`config.mk`:
```
export PLATFORM = sky130hd
export DESIGN_NAME = dlx_decoder_pipe
export DESIGN_NICKNAME = d
export VERILOG_FILES = /design/src/rtl/dlx_pkg.sv /design/src/rtl/dlx_decoder_pipe_decode.sv /design/src/rtl/dlx_decoder_pipe.sv
export SDC_FILE = /design/constraint.sdc
export NUM_CORES = 1
export LEC_CHECK = 0
export ABC_CLOCK_PERIOD_IN_PS = 2100
export BUFFER_PORTS_ARGS = -buffer_cell sky130_fd_sc_hd__buf_2
export CAP_MARGIN = 10
export CORE_ASPECT_RATIO = 1.1
export CORE_MARGIN = 4
export CORE_UTILIZATION = 30
export DETAILED_ROUTE_END_ITERATION = 12
export HOLD_SLACK_MARGIN = 0.06
export MAX_ROUTING_LAYER = met4
export PLACE_DENSITY = 0.65
export SETUP_SLACK_MARGIN = 0.4
export SYNTH_ARGS = -nofsm -noshare
export SYNTH_HDL_FRONTEND = slang
export SYNTH_SLANG_ARGS = --single-unit
```
`constraint.sdc`:
```
create_clock -name clk -period 2.1 [get_ports clk]
set_input_delay 0.105 -clock clk [delete_from_list [all_inputs] [get_ports clk]]
set_output_delay 0.105 -clock clk [all_outputs]
set_load 0.01 [all_outputs]
```
`src/rtl/dlx_pkg.sv`:
```
// Shared DLX decode definitions: opcode/func encodings, control enums and
// the decoded-instruction bundle passed between decode and its pipeline register.
package dlx_pkg;

    // Primary opcodes, instruction bits [31:26]
    localparam logic [5:0] OP_RTYPE = 6'h00;
    localparam logic [5:0] OP_J     = 6'h02;
    localparam logic [5:0] OP_JAL   = 6'h03;
    localparam logic [5:0] OP_BEQZ  = 6'h04;
    localparam logic [5:0] OP_BNEZ  = 6'h05;
    localparam logic [5:0] OP_ADDI  = 6'h08;
    localparam logic [5:0] OP_SUBI  = 6'h0A;
    localparam logic [5:0] OP_ANDI  = 6'h0C;
    localparam logic [5:0] OP_ORI   = 6'h0D;
    localparam logic [5:0] OP_XORI  = 6'h0E;
    localparam logic [5:0] OP_LHI   = 6'h0F;
    localparam logic [5:0] OP_JR    = 6'h12;
    localparam logic [5:0] OP_JALR  = 6'h13;
    localparam logic [5:0] OP_SLLI  = 6'h14;
    localparam logic [5:0] OP_SRLI  = 6'h16;
    localparam logic [5:0] OP_SRAI  = 6'h17;
    localparam logic [5:0] OP_SEQI  = 6'h18;
    localparam logic [5:0] OP_SNEI  = 6'h19;
    localparam logic [5:0] OP_SLTI  = 6'h1A;
    localparam logic [5:0] OP_SLEI  = 6'h1C;
    localparam logic [5:0] OP_LW    = 6'h23;
    localparam logic [5:0] OP_SW    = 6'h2B;

    // R-type function codes, instruction bits [5:0]
    localparam logic [5:0] FN_SLL = 6'h04;
    localparam logic [5:0] FN_SRL = 6'h06;
    localparam logic [5:0] FN_SRA = 6'h07;
    localparam logic [5:0] FN_ADD = 6'h20;
    localparam logic [5:0] FN_SUB = 6'h22;
    localparam logic [5:0] FN_AND = 6'h24;
    localparam logic [5:0] FN_OR  = 6'h25;
    localparam logic [5:0] FN_XOR = 6'h26;
    localparam logic [5:0] FN_SEQ = 6'h28;
    localparam logic [5:0] FN_SNE = 6'h29;
    localparam logic [5:0] FN_SLT = 6'h2A;
    localparam logic [5:0] FN_SLE = 6'h2C;

    // Link register written by jal/jalr
    localparam logic [4:0] LINK_REG = 5'd31;

    typedef enum logic [3:0] {
        ALU_ADD = 4'd0,
        ALU_SUB = 4'd1,
        ALU_AND = 4'd2,
        ALU_OR  = 4'd3,
        ALU_XOR = 4'd4,
        ALU_SLL = 4'd5,
        ALU_SRL = 4'd6,
        ALU_SRA = 4'd7,
        ALU_SEQ = 4'd8,
        ALU_SNE = 4'd9,
        ALU_SLT = 4'd10,
        ALU_SLE = 4'd11
    } alu_op_t;

    typedef enum logic [1:0] {
        PC_SEQ  = 2'd0,
        PC_BEQZ = 2'd1,
        PC_BNEZ = 2'd2,
        PC_JUMP = 2'd3
    } pc_cmd_t;

    // How the immediate field is turned into the datapath-width operand
    typedef enum logic [2:0] {
        IMM_ZERO   = 3'd0,
        IMM_SEXT16 = 3'd1,
        IMM_ZEXT16 = 3'd2,
        IMM_HI16   = 3'd3,
        IMM_SEXT26 = 3'd4
    } imm_kind_t;

    // Width-independent part of the decoded instruction
    typedef struct packed {
        alu_op_t    alu_op;
        pc_cmd_t    pc_cmd;
        logic       iv_alu;
        logic       pc_alu;
        logic       d_load_enable;
        logic       d_write_enable;
        logic       rd_we;
        logic [4:0] rs1;
        logic [4:0] rs2;
        logic [4:0] rd;
        logic       illegal;
    } dec_bundle_t;

    // A source operand collides with a pending load destination; r0 never does
    function automatic logic reg_match(input logic used, input logic [4:0] src,
                                       input logic [4:0] dst);
        return used && (src != 5'd0) && (src == dst);
    endfunction

endpackage

```
`src/rtl/dlx_decoder_pipe_decode.sv`:
```
// Purely combinational DLX instruction decode into dec_bundle_t, the extended
// immediate and the source-register use flags needed by hazard detection.
module dlx_decode_comb
    import dlx_pkg::*;
#(
    parameter int XLEN = 32
) (
    input  logic [31:0]     instr,
    output dec_bundle_t     dec,
    output logic [XLEN-1:0] iv,
    output logic            use_rs1,
    output logic            use_rs2
);

    logic [5:0] opcode;
    logic [5:0] func;
    logic [4:0] f_rs1;
    logic [4:0] f_rs2;
    logic [4:0] f_rd;
    logic       legal;
    imm_kind_t  imm_kind;

    assign opcode = instr[31:26];
    assign f_rs1  = instr[25:21];
    assign f_rs2  = instr[20:16];
    assign f_rd   = instr[15:11];
    assign func   = instr[5:0];

    // Field decode by instruction class; illegal encodings collapse to an inert bundle
    always_comb begin
        dec      = '0;
        imm_kind = IMM_ZERO;
        use_rs1  = 1'b0;
        use_rs2  = 1'b0;
        legal    = 1'b1;
        case (opcode)
            OP_RTYPE: begin
                dec.rs1   = f_rs1;
                dec.rs2   = f_rs2;
                dec.rd    = f_rd;
                dec.rd_we = 1'b1;
                use_rs1   = 1'b1;
                use_rs2   = 1'b1;
                case (func)
                    FN_ADD:  dec.alu_op = ALU_ADD;
                    FN_SUB:  dec.alu_op = ALU_SUB;
                    FN_AND:  dec.alu_op = ALU_AND;
                    FN_OR:   dec.alu_op = ALU_OR;
                    FN_XOR:  dec.alu_op = ALU_XOR;
                    FN_SLL:  dec.alu_op = ALU_SLL;
                    FN_SRL:  dec.alu_op = ALU_SRL;
                    FN_SRA:  dec.alu_op = ALU_SRA;
                    FN_SEQ:  dec.alu_op = ALU_SEQ;
                    FN_SNE:  dec.alu_op = ALU_SNE;
                    FN_SLT:  dec.alu_op = ALU_SLT;
                    FN_SLE:  dec.alu_op = ALU_SLE;
                    default: legal      = 1'b0;
                endcase
            end
            OP_ADDI, OP_SUBI, OP_ANDI, OP_ORI, OP_XORI, OP_SLLI, OP_SRLI,
            OP_SRAI, OP_SEQI, OP_SNEI, OP_SLTI, OP_SLEI: begin
                dec.rs1    = f_rs1;
                dec.rd     = f_rs2;
                dec.iv_alu = 1'b1;
                dec.rd_we  = 1'b1;
                use_rs1    = 1'b1;
                // Logical immediates are unsigned masks, everything else is signed
                if ((opcode == OP_ANDI) || (opcode == OP_ORI) || (opcode == OP_XORI)) begin
                    imm_kind = IMM_ZEXT16;
                end else begin
                    imm_kind = IMM_SEXT16;
                end
                case (opcode)
                    OP_SUBI: dec.alu_op = ALU_SUB;
                    OP_ANDI: dec.alu_op = ALU_AND;
                    OP_ORI:  dec.alu_op = ALU_OR;
                    OP_XORI: dec.alu_op = ALU_XOR;
                    OP_SLLI: dec.alu_op = ALU_SLL;
                    OP_SRLI: dec.alu_op = ALU_SRL;
                    OP_SRAI: dec.alu_op = ALU_SRA;
                    OP_SEQI: dec.alu_op = ALU_SEQ;
                    OP_SNEI: dec.alu_op = ALU_SNE;
                    OP_SLTI: dec.alu_op = ALU_SLT;
                    OP_SLEI: dec.alu_op = ALU_SLE;
                    default: dec.alu_op = ALU_ADD;
                endcase
            end
            OP_LHI: begin
                // r0 + (imm << 16): no source register is read
                dec.rd     = f_rs2;
                dec.iv_alu = 1'b1;
                dec.rd_we  = 1'b1;
                imm_kind   = IMM_HI16;
            end
            OP_LW: begin
                dec.rs1           = f_rs1;
                dec.rd            = f_rs2;
                dec.iv_alu        = 1'b1;
                dec.rd_we         = 1'b1;
                dec.d_load_enable = 1'b1;
                imm_kind          = IMM_SEXT16;
                use_rs1           = 1'b1;
            end
            OP_SW: begin
                dec.rs1            = f_rs1;
                dec.rs2            = f_rs2;
                dec.iv_alu         = 1'b1;
                dec.d_write_enable = 1'b1;
                imm_kind           = IMM_SEXT16;
                use_rs1            = 1'b1;
                use_rs2            = 1'b1;
            end
            OP_BEQZ, OP_BNEZ: begin
                dec.rs1    = f_rs1;
                dec.pc_alu = 1'b1;
                dec.iv_alu = 1'b1;
                dec.pc_cmd = (opcode == OP_BEQZ) ? PC_BEQZ : PC_BNEZ;
                imm_kind   = IMM_SEXT16;
                use_rs1    = 1'b1;
            end
            OP_J, OP_JAL: begin
                dec.pc_alu = 1'b1;
                dec.iv_alu = 1'b1;
                dec.pc_cmd = PC_JUMP;
                imm_kind   = IMM_SEXT26;
                if (opcode == OP_JAL) begin
                    dec.rd    = LINK_REG;
                    dec.rd_we = 1'b1;
                end else begin
                    dec.rd    = 5'd0;
                    dec.rd_we = 1'b0;
                end
            end
            OP_JR, OP_JALR: begin
                // Target comes from rs1 + 0
                dec.rs1    = f_rs1;
                dec.iv_alu = 1'b1;
                dec.pc_cmd = PC_JUMP;
                use_rs1    = 1'b1;
                if (opcode == OP_JALR) begin
                    dec.rd    = LINK_REG;
                    dec.rd_we = 1'b1;
                end else begin
                    dec.rd    = 5'd0;
                    dec.rd_we = 1'b0;
                end
            end
            default: legal = 1'b0;
        endcase

        if (!legal) begin
            dec         = '0;
            dec.illegal = 1'b1;
            imm_kind    = IMM_ZERO;
            use_rs1     = 1'b0;
            use_rs2     = 1'b0;
        end else begin
            // Writes to r0 are architecturally discarded
            dec.rd_we = dec.rd_we & (dec.rd != 5'd0);
        end
    end

    // Immediate extension to the datapath width
    always_comb begin
        case (imm_kind)
            IMM_SEXT16: iv = XLEN'($signed(instr[15:0]));
            IMM_ZEXT16: iv = XLEN'(instr[15:0]);
            IMM_HI16:   iv = XLEN'({instr[15:0], 16'h0000});
            IMM_SEXT26: iv = XLEN'($signed(instr[25:0]));
            default:    iv = '0;
        endcase
    end

endmodule

```
`src/rtl/dlx_decoder_pipe.sv`:
```
// Registered, handshaked DLX decode stage with flush and load-use stall.
module dlx_decoder_pipe
    import dlx_pkg::*;
#(
    parameter int XLEN      = 32,
    parameter bit HAZARD_EN = 1'b1
) (
    input  logic            clk,
    input  logic            reset,
    input  logic            flush,
    input  logic            in_valid,
    output logic            in_ready,
    input  logic [31:0]     in_instr,
    input  logic [XLEN-1:0] in_pc,
    output logic            out_valid,
    input  logic            out_ready,
    output logic [XLEN-1:0] out_pc,
    output logic [3:0]      alu_op,
    output logic [1:0]      pc_cmd,
    output logic            iv_alu,
    output logic            pc_alu,
    output logic            d_load_enable,
    output logic            d_write_enable,
    output logic            rd_we,
    output logic [4:0]      rs1,
    output logic [4:0]      rs2,
    output logic [4:0]      rd,
    output logic [XLEN-1:0] iv,
    output logic            illegal
);

    dec_bundle_t     dec;
    logic [XLEN-1:0] dec_iv;
    logic            use_rs1;
    logic            use_rs2;

    logic            out_valid_q, out_valid_d;
    dec_bundle_t     bundle_q, bundle_d;
    logic [XLEN-1:0] iv_q, iv_d;
    logic [XLEN-1:0] pc_q, pc_d;
    // Destination of a load that left the stage on the previous cycle
    logic            hz_valid_q, hz_valid_d;
    logic [4:0]      hz_rd_q, hz_rd_d;

    logic            ld_held;
    logic            out_fire;
    logic            stall;
    logic            accept;

    dlx_decode_comb #(
        .XLEN (XLEN)
    ) u_decode (
        .instr   (in_instr),
        .dec     (dec),
        .iv      (dec_iv),
        .use_rs1 (use_rs1),
        .use_rs2 (use_rs2)
    );

    // Load-use detection and the input handshake
    always_comb begin
        ld_held  = out_valid_q & bundle_q.d_load_enable;
        out_fire = out_valid_q & out_ready;
        stall    = HAZARD_EN & in_valid &
                   ((ld_held & (reg_match(use_rs1, dec.rs1, bundle_q.rd) |
                                reg_match(use_rs2, dec.rs2, bundle_q.rd))) |
                    (hz_valid_q & (reg_match(use_rs1, dec.rs1, hz_rd_q) |
                                   reg_match(use_rs2, dec.rs2, hz_rd_q))));
        in_ready = !reset & !stall & !flush & (!out_valid_q | out_ready);
        accept   = in_valid & in_ready;
    end

    // Next-state for the output register and the post-handover hazard window
    always_comb begin
        out_valid_d = out_valid_q;
        bundle_d    = bundle_q;
        iv_d        = iv_q;
        pc_d        = pc_q;
        hz_valid_d  = 1'b0;
        hz_rd_d     = hz_rd_q;
        if (flush) begin
            // Drop the held instruction and forget any pending load
            out_valid_d = 1'b0;
            hz_rd_d     = 5'd0;
        end else begin
            if (out_fire && bundle_q.d_load_enable) begin
                hz_valid_d = HAZARD_EN;
                hz_rd_d    = bundle_q.rd;
            end else begin
                hz_rd_d    = hz_rd_q;
            end
            if (accept) begin
                out_valid_d = 1'b1;
                bundle_d    = dec;
                iv_d        = dec_iv;
                pc_d        = in_pc;
            end else if (out_fire) begin
                out_valid_d = 1'b0;
            end else begin
                out_valid_d = out_valid_q;
            end
        end
    end

    // Stage registers with synchronous reset
    always_ff @(posedge clk) begin
        if (reset) begin
            out_valid_q <= 1'b0;
            bundle_q    <= '0;
            iv_q        <= '0;
            pc_q        <= '0;
            hz_valid_q  <= 1'b0;
            hz_rd_q     <= 5'd0;
        end else begin
            out_valid_q <= out_valid_d;
            bundle_q    <= bundle_d;
            iv_q        <= iv_d;
            pc_q        <= pc_d;
            hz_valid_q  <= hz_valid_d;
            hz_rd_q     <= hz_rd_d;
        end
    end

    assign out_valid      = out_valid_q;
    assign out_pc         = pc_q;
    assign alu_op         = bundle_q.alu_op;
    assign pc_cmd         = bundle_q.pc_cmd;
    assign iv_alu         = bundle_q.iv_alu;
    assign pc_alu         = bundle_q.pc_alu;
    assign d_load_enable  = bundle_q.d_load_enable;
    assign d_write_enable = bundle_q.d_write_enable;
    assign rd_we          = bundle_q.rd_we;
    assign rs1            = bundle_q.rs1;
    assign rs2            = bundle_q.rs2;
    assign rd             = bundle_q.rd;
    assign iv             = iv_q;
    assign illegal        = bundle_q.illegal;

endmodule

```
# [After elaboration in Yosys (flattened, before gate mapping)]
# Memories as Yosys holds them, arrays and structs flattened.
# Cells that the tools add are included.
[word_totals] register_bits=98 mem_bits_ro=128 in_bits=69 output_inout_bits=93 word_cells=139 n_memories=1
[classes] n_eq_ne=41 n_mux=33 bitwise_logic=15 reduce_logical=33
[mem_list] name="(name not given)" words=32 word_bits=4 read_ports=1 rd_clocked_by_memory_dff=0 wr=0 line_no="dlx_decoder_pipe_decode.sv:73" rtl="case (opcode)"
[ops] op="32-bit case mux with 4 select lines" count=1
[ops] op="6-bit == test (second input constant)" count=11
[ops] op="6-bit by 5-bit == test with 1-bit output (second input constant)" count=9
[ops] op="4-bit case mux with 11 select lines" count=1
[ops] op="6-bit by 4-bit == test with 1-bit output (second input constant)" count=6
[ops] op="6-bit by 3-bit == test with 1-bit output (second input constant)" count=5
[ops] op="12-bit OR reduction" count=2
[ops] op="21-bit OR reduction" count=1
[ops] op="5-bit == test" count=4
[ops] op="5-bit two-way mux" count=4
[ops] op="5-bit case mux with 4 select lines" count=1
[ops] op="19-bit OR reduction" count=1
[ops] op="16-bit two-way mux" count=1
[ops] op="1-bit two-way mux" count=15
[ops] op="5-bit nonzero test" count=3
[ops] op="15-bit OR reduction" count=1
[ops] op="14-bit OR reduction" count=1
[ops] op="6-bit by 2-bit == test with 1-bit output (second input constant)" count=2
[ops] op="3-bit case mux with 4 select lines" count=1
[ops] op="4-bit OR reduction" count=3
[ops] op="1-bit AND" count=10
[ops] op="10-bit two-way mux" count=1
[ops] op="2-bit OR reduction" count=5
[ops] op="4-bit case mux with 2 select lines" count=1
[ops] op="17 further kinds" count=32

# [Longest topological paths before layout]
[logic_depth] ltp_word=18 depth_mapped=13 mapped_depth_nobuf=9

# [Hierarchy]
# From an unflattened synthesis, not the netlist that was laid out.
[hier_totals] hier_cells=691 hier_area_um2=5360.1
[modules_own_cells] module="dlx_decoder_pipe" n_inst=1 cells_each=476 area_per_inst_um2=3975.1 seq_area_each_um2=1961.9
[modules_own_cells] module="dlx_decode_comb" n_inst=1 cells_each=215 area_per_inst_um2=1385.1 seq_area_each_um2=0.0

# [Worst setup path before layout]
# OpenSTA, ideal clock, no wires.
[synth_path] kind="input -> register" startpoint="in in_instr[26]" endpoint="reg iv_q[19] (netlist: iv[19])" setup_time_ns=0.132 t_arrival_ns=2.200 t_required_ns=1.968 setup_slack_ns=-0.232 stages=13 n_path_buf=4 cell_sequence="inv_1 > ha_1 > buf_6 > nor2_2 > o22ai_1 > a211o_1 > or3_1 > buf_6 > o21a_4 > buf_6 > buf_6 > o21ai_0 > a21oi_1"
[synth_between] elab_chain_len=17 word_cells_on_any_way=70 classes_between="29 x eq/ne; 12 x mux; 10 x bitwise; 19 x reduce/logical"
[synth_lines] item="start, declared" line_no="dlx_decoder_pipe.sv:13" rtl="input logic [31:0] in_instr,"
[synth_lines] item="6-bit by 4-bit == test with 1-bit output, or another cell as far along" line_no="dlx_decoder_pipe_decode.sv:36" rtl="case (opcode)"
[synth_lines] item="21-bit OR reduction (no line), or another cell as far along"
[synth_lines] item="1-bit case mux with 2 select lines / 5-bit two-way mux (equally long branches)" line_no="dlx_decoder_pipe_decode.sv:36"
[synth_lines] item="16-bit two-way mux" line_no="dlx_decoder_pipe_decode.sv:151" rtl="if (!legal) begin"
[synth_lines] item="5-bit nonzero test" line_no="dlx_pkg.sv:95" rtl="return used && (src != 5'd0) && (src == dst);"
[synth_lines] item="1-bit logical AND (2 in a row)" line_no="dlx_pkg.sv:95"
[synth_lines] item="1-bit OR (on tied branches)" line_no="dlx_decoder_pipe.sv:65, dlx_decoder_pipe.sv:67"
[synth_lines] item="1-bit AND (on tied branches)" line_no="dlx_decoder_pipe.sv:65, dlx_decoder_pipe.sv:67"
[synth_lines] item="1-bit OR" line_no="dlx_decoder_pipe.sv:66" rtl="reg_match(use_rs2, dec.rs2, bundle_q.rd))) |"
[synth_lines] item="1-bit AND" line_no="dlx_decoder_pipe.sv:64" rtl="stall = HAZARD_EN & in_valid &"
[synth_lines] item="1-bit logical NOT" line_no="dlx_decoder_pipe.sv:69" rtl="in_ready = !reset & !stall & !flush & (!out_valid_q | out_ready);"
[synth_lines] item="1-bit AND (3 in a row)" line_no="dlx_decoder_pipe.sv:69"
[synth_lines] item="1-bit AND" line_no="dlx_decoder_pipe.sv:70" rtl="accept = in_valid & in_ready;"
[synth_lines] item="2-bit AND reduction (no line)"
[synth_lines] item="end signal, assigned" line_no="dlx_decoder_pipe.sv:117" rtl="iv_q <= iv_d;"
[synth_lines] item="end, declared" line_no="dlx_decoder_pipe.sv:39" rtl="logic [XLEN-1:0] iv_q, iv_d;"
# Several ways; a longest one is shown, not always the timed one.
# A chain may end at the register's enable or synchronous reset.

# [Worst setup path after layout]
[layout_path] startpoint="reg bundle_q (netlist bit rd[0])" endpoint="out in_ready"
[layout_between] elab_chain_len=10 word_cells_on_any_way=12 classes_between="2 x eq/ne; 7 x bitwise; 3 x reduce/logical"
[layout_lines] item="start, declared" line_no="dlx_decoder_pipe.sv:38" rtl="dec_bundle_t bundle_q, bundle_d;"
[layout_lines] item="start signal, assigned" line_no="dlx_decoder_pipe.sv:116" rtl="bundle_q <= bundle_d;"
[layout_lines] item="5-bit == test" line_no="dlx_pkg.sv:95"
[layout_lines] item="1-bit logical AND" line_no="dlx_pkg.sv:95"
[layout_lines] item="1-bit OR *" line_no="dlx_decoder_pipe.sv:65" rtl="((ld_held & (reg_match(use_rs1, dec.rs1, bundle_q.rd) |"
[layout_lines] item="1-bit AND *" line_no="dlx_decoder_pipe.sv:65"
[layout_lines] item="1-bit OR *" line_no="dlx_decoder_pipe.sv:66"
[layout_lines] item="1-bit AND *" line_no="dlx_decoder_pipe.sv:64"
[layout_lines] item="1-bit logical NOT *" line_no="dlx_decoder_pipe.sv:69"
[layout_lines] item="1-bit AND * (3 in a row)" line_no="dlx_decoder_pipe.sv:69"
[layout_lines] item="end, declared" line_no="dlx_decoder_pipe.sv:12" rtl="output logic in_ready,"
# Every way passes the cells marked *; elsewhere a longest branch is shown, timed or not.

==> run metrics <==
mux contribution to synthesized area=1.57%; initial core utilization=between 30 and 40%; fill count=1593; DP Cell Count=1026; Power Density=551 nW/um2; Clock Sinks=between 90 and 100; cell row count=between 40 and 50; VDD IR max=0.387 mV; Post-Synth Adder-Cell Area=between 1 and 1.5%; total power=4.36 mW; Tightest Hold Check Type=input pin to register; Syn-to-layout area delta=54.8%; Register Area=between 1500 and 2000 um2; Critical Path RT=about 2000 ps; GRT Resource Usage Total=roughly a fifth; max capacitance violation total=0; hold depth=2; number of vias per cell=5.38; post-DP HPWL=13200 um; Multi-input gate area=3050 um2; P_leak=~3.3 nW; Skew-Pair Late Insertion Delay=approximately 350 ps; Final Core Density=between 40 and 50%; EDFF count, synth=0; share of post-route cells with drive strength above 1=about two fifths; root buffer cell=clkbuf_16; fin cells=1097; residual DRC count=0; routed len/inst=17.7 um; CTS Buf Count=9; relative slew slack=56.0%; hold slack=80.6 ps; final WL=19400 um; Detail Route Antenna Nets=0; leading cell type in the layout, fill and taps excluded=buf_2; Synth Cell Area=5110 um2; sequential share of the synthesized area=38.4%; largest family of logic cells by synthesized area=compound AO/OA/AOI/OAI gates; PortBufs=161; Syn Area/Cell=8.09 um2; CP Class=register to primary output; crit path time final=2270 ps; Period Utilization, post-route=108%; final setup margin=-173 ps; largest net degree at the start of global routing=77; first-pass GRT wire length=a little under 30000 um; Worst Skew=about 8 ps; post-synthesis simple-gate area fraction=17.5%; final hold vios=0; worst slew pin tran=660 ps; Setup Viol. Count Final=89; nets@finish=around 960; H-tree depth=3; post-synthesis xor/xnor area fraction=about 4%; max-slew violation count=0; core area=16600 um2; die width=132 um; Max clock buf depth=2; maximum fanout along the worst path=4; CP Capture Type=primary output; number of global-route vias before repair=approximately 5700; violated checks=negative setup slack; CTS tree=done; Max Fclk=440 MHz; die height=about 140 um; Post-Syn Instances=632; Die ar.=19200 um2; Ys Warns=0; initial antenna violation count=0; syn nets=about 700; Yosys reg bits=98; R2R depth=10; global route overflow=0; setup TNS=-6350 ps; Cell variety after synth=63; detailed-route via count=5899; RSZ-0062 raised after global routing=yes; Top FF cell, synth=dfxtp_1; crit path launch type=register; # IOs=162; 1st-iter DRT viols=a little under 500; signal arrival time at the worst endpoint=2170 ps; compound-gate portion of the synthesized area=29.4%; status=complete, but fails checks; async set or reset register ratio after synthesis=0%; most frequent cells in the layout=buf_2, a21oi_1, dfxtp_1; clock transition at the registers of the reported paths=about 70 ps; Detailed Routing Iterations Pass 1=5; RePlAce Congestion=0.922
==> per-layer routing <==
metal,track usage [%],vias to the layer above,part of all wire [%]
li1,-,2813,-
met1,23.9,2794,41
met2,31.5,223,48
met3,3.80,69,5.7
met4,11.1,0,5.0
met5,-,-,0
==> synth_stat cells, types with 4 or more instances <==
master | count | area (um2)
dfxtp_1 | 98 | 1960
a21oi_1 | 95 | 475
o21ai_0 | 66 | 330
nand3_1 | 55 | 275
clkbuf_1 | 36 | 135
nand2_1 | 29 | 109
nor2_1 | 27 | 101
inv_1 | 23 | 86.3
o32ai_1 | 18 | 158
xnor2_1 | 16 | 140
buf_2 | 13 | 65.1
a22o_1 | 12 | 105
a22oi_1 | 9 | 67.6
nand2b_1 | 9 | 56.3
nand4_1 | 9 | 56.3
mux2i_1 | 8 | 80.1
xor2_1 | 8 | 70.1
nor3_1 | 7 | 35.0
ha_1 | 6 | 75.1
o22ai_1 | 6 | 37.5
a221o_1 | 4 | 40.0
buf_4 | 4 | 30.0
buf_6 | 4 | 45.0
clkbuf_2 | 4 | 20.0
nand3b_1 | 4 | 30.0
o21bai_1 | 4 | 30.0
==> timing repair <==
item | in CTS | in global routing
setup endpoints to repair | 93 | 93
hold endpoints to repair | 38 | 0
resized for setup | 42 | 22
cloned | 1 | 2
hold buffers | 38 | 0
pin swaps | 19 | 9
setup buffers | 11 | 3
==> per-stage QoR <==
| step | worst slack, ps | area [um2] |
|---|---|---|
| floorplan | -49.1 | 5240 |
| global placement | -431 | 6770 |
| detailed placement | -484 | 6770 |
| CTS | -84.4 | 7740 |
| global route | -206 | 7910 |
| finish | -173 | 7910 |
==> final timing paths <==
path / start / end / slack [ps]
setup / recovery: rd[0]$_SDFFE_PP0P_ / in_ready / -170
hold / removal: in_instr[20] / rs2[4]$_SDFFE_PP0P_ / 80
setup reg to reg: rd[0]$_SDFFE_PP0P_ / iv[4]$_SDFFE_PP0P_ / -130
hold reg to reg: out_pc[20]$_SDFFE_PP0P_ / out_pc[20]$_SDFFE_PP0P_ / 470
==> kinds of logic (layout without fill, tap and decap cells) <==
logic type	count (synthesis)	count (layout)
AND/OR/NAND/NOR	168	168
XOR/XNOR	24	24
other	0	1
buffers and inverters	86	346
adder cells (fa/ha/maj)	6	6
flip-flops	98	98
AO/OA/AOI/OAI	242	242
multiplexers	8	8
==> final cells by class <==
| class | instances | area share [%] |
|---|---|---|
| inverter | 23 | 1.28 |
| antenna | 1 | 0.0316 |
| clock buffer | 11 | 3.20 |
| timing repair buffer | 308 | 28.1 |
| clock inverter | 4 | 0.649 |
| multi-input combinational | 448 | 38.5 |
| sequential | 98 | 25.0 |
| tap | 204 | 3.23 |
==> where the power goes <==
| group | leakage (nW) | switching, mW | internal, mW |
|---|---|---|---|
| logic | 2.35 | 0.394 | 0.348 |
| registers | 0.797 | 0.0180 | 1.89 |
| clock network | 0.148 | 0.725 | 0.982 |
| total | 3.30 | 1.14 | 3.22 |
==> sequential cells by signal, summed over array words and instances (netlist names), 2 cells and up <==
signal and count:
out_pc 32, pc_cmd 2, alu_op 4, hz_rd_q 5, rd 5, rs2 5, iv 32, rs1 5
==> critical path, cell delays in order (launching register included) <==
cell and delay (ps):
dfxtp_4 380, xnor2_2 150, nand4_1 120, or3_4 350
a211oi_2 230, buf_4 150, o21a_4 140, buf_6 110
a21oi_2 50, buf_2 140
(Power assumes the default switching activity.)
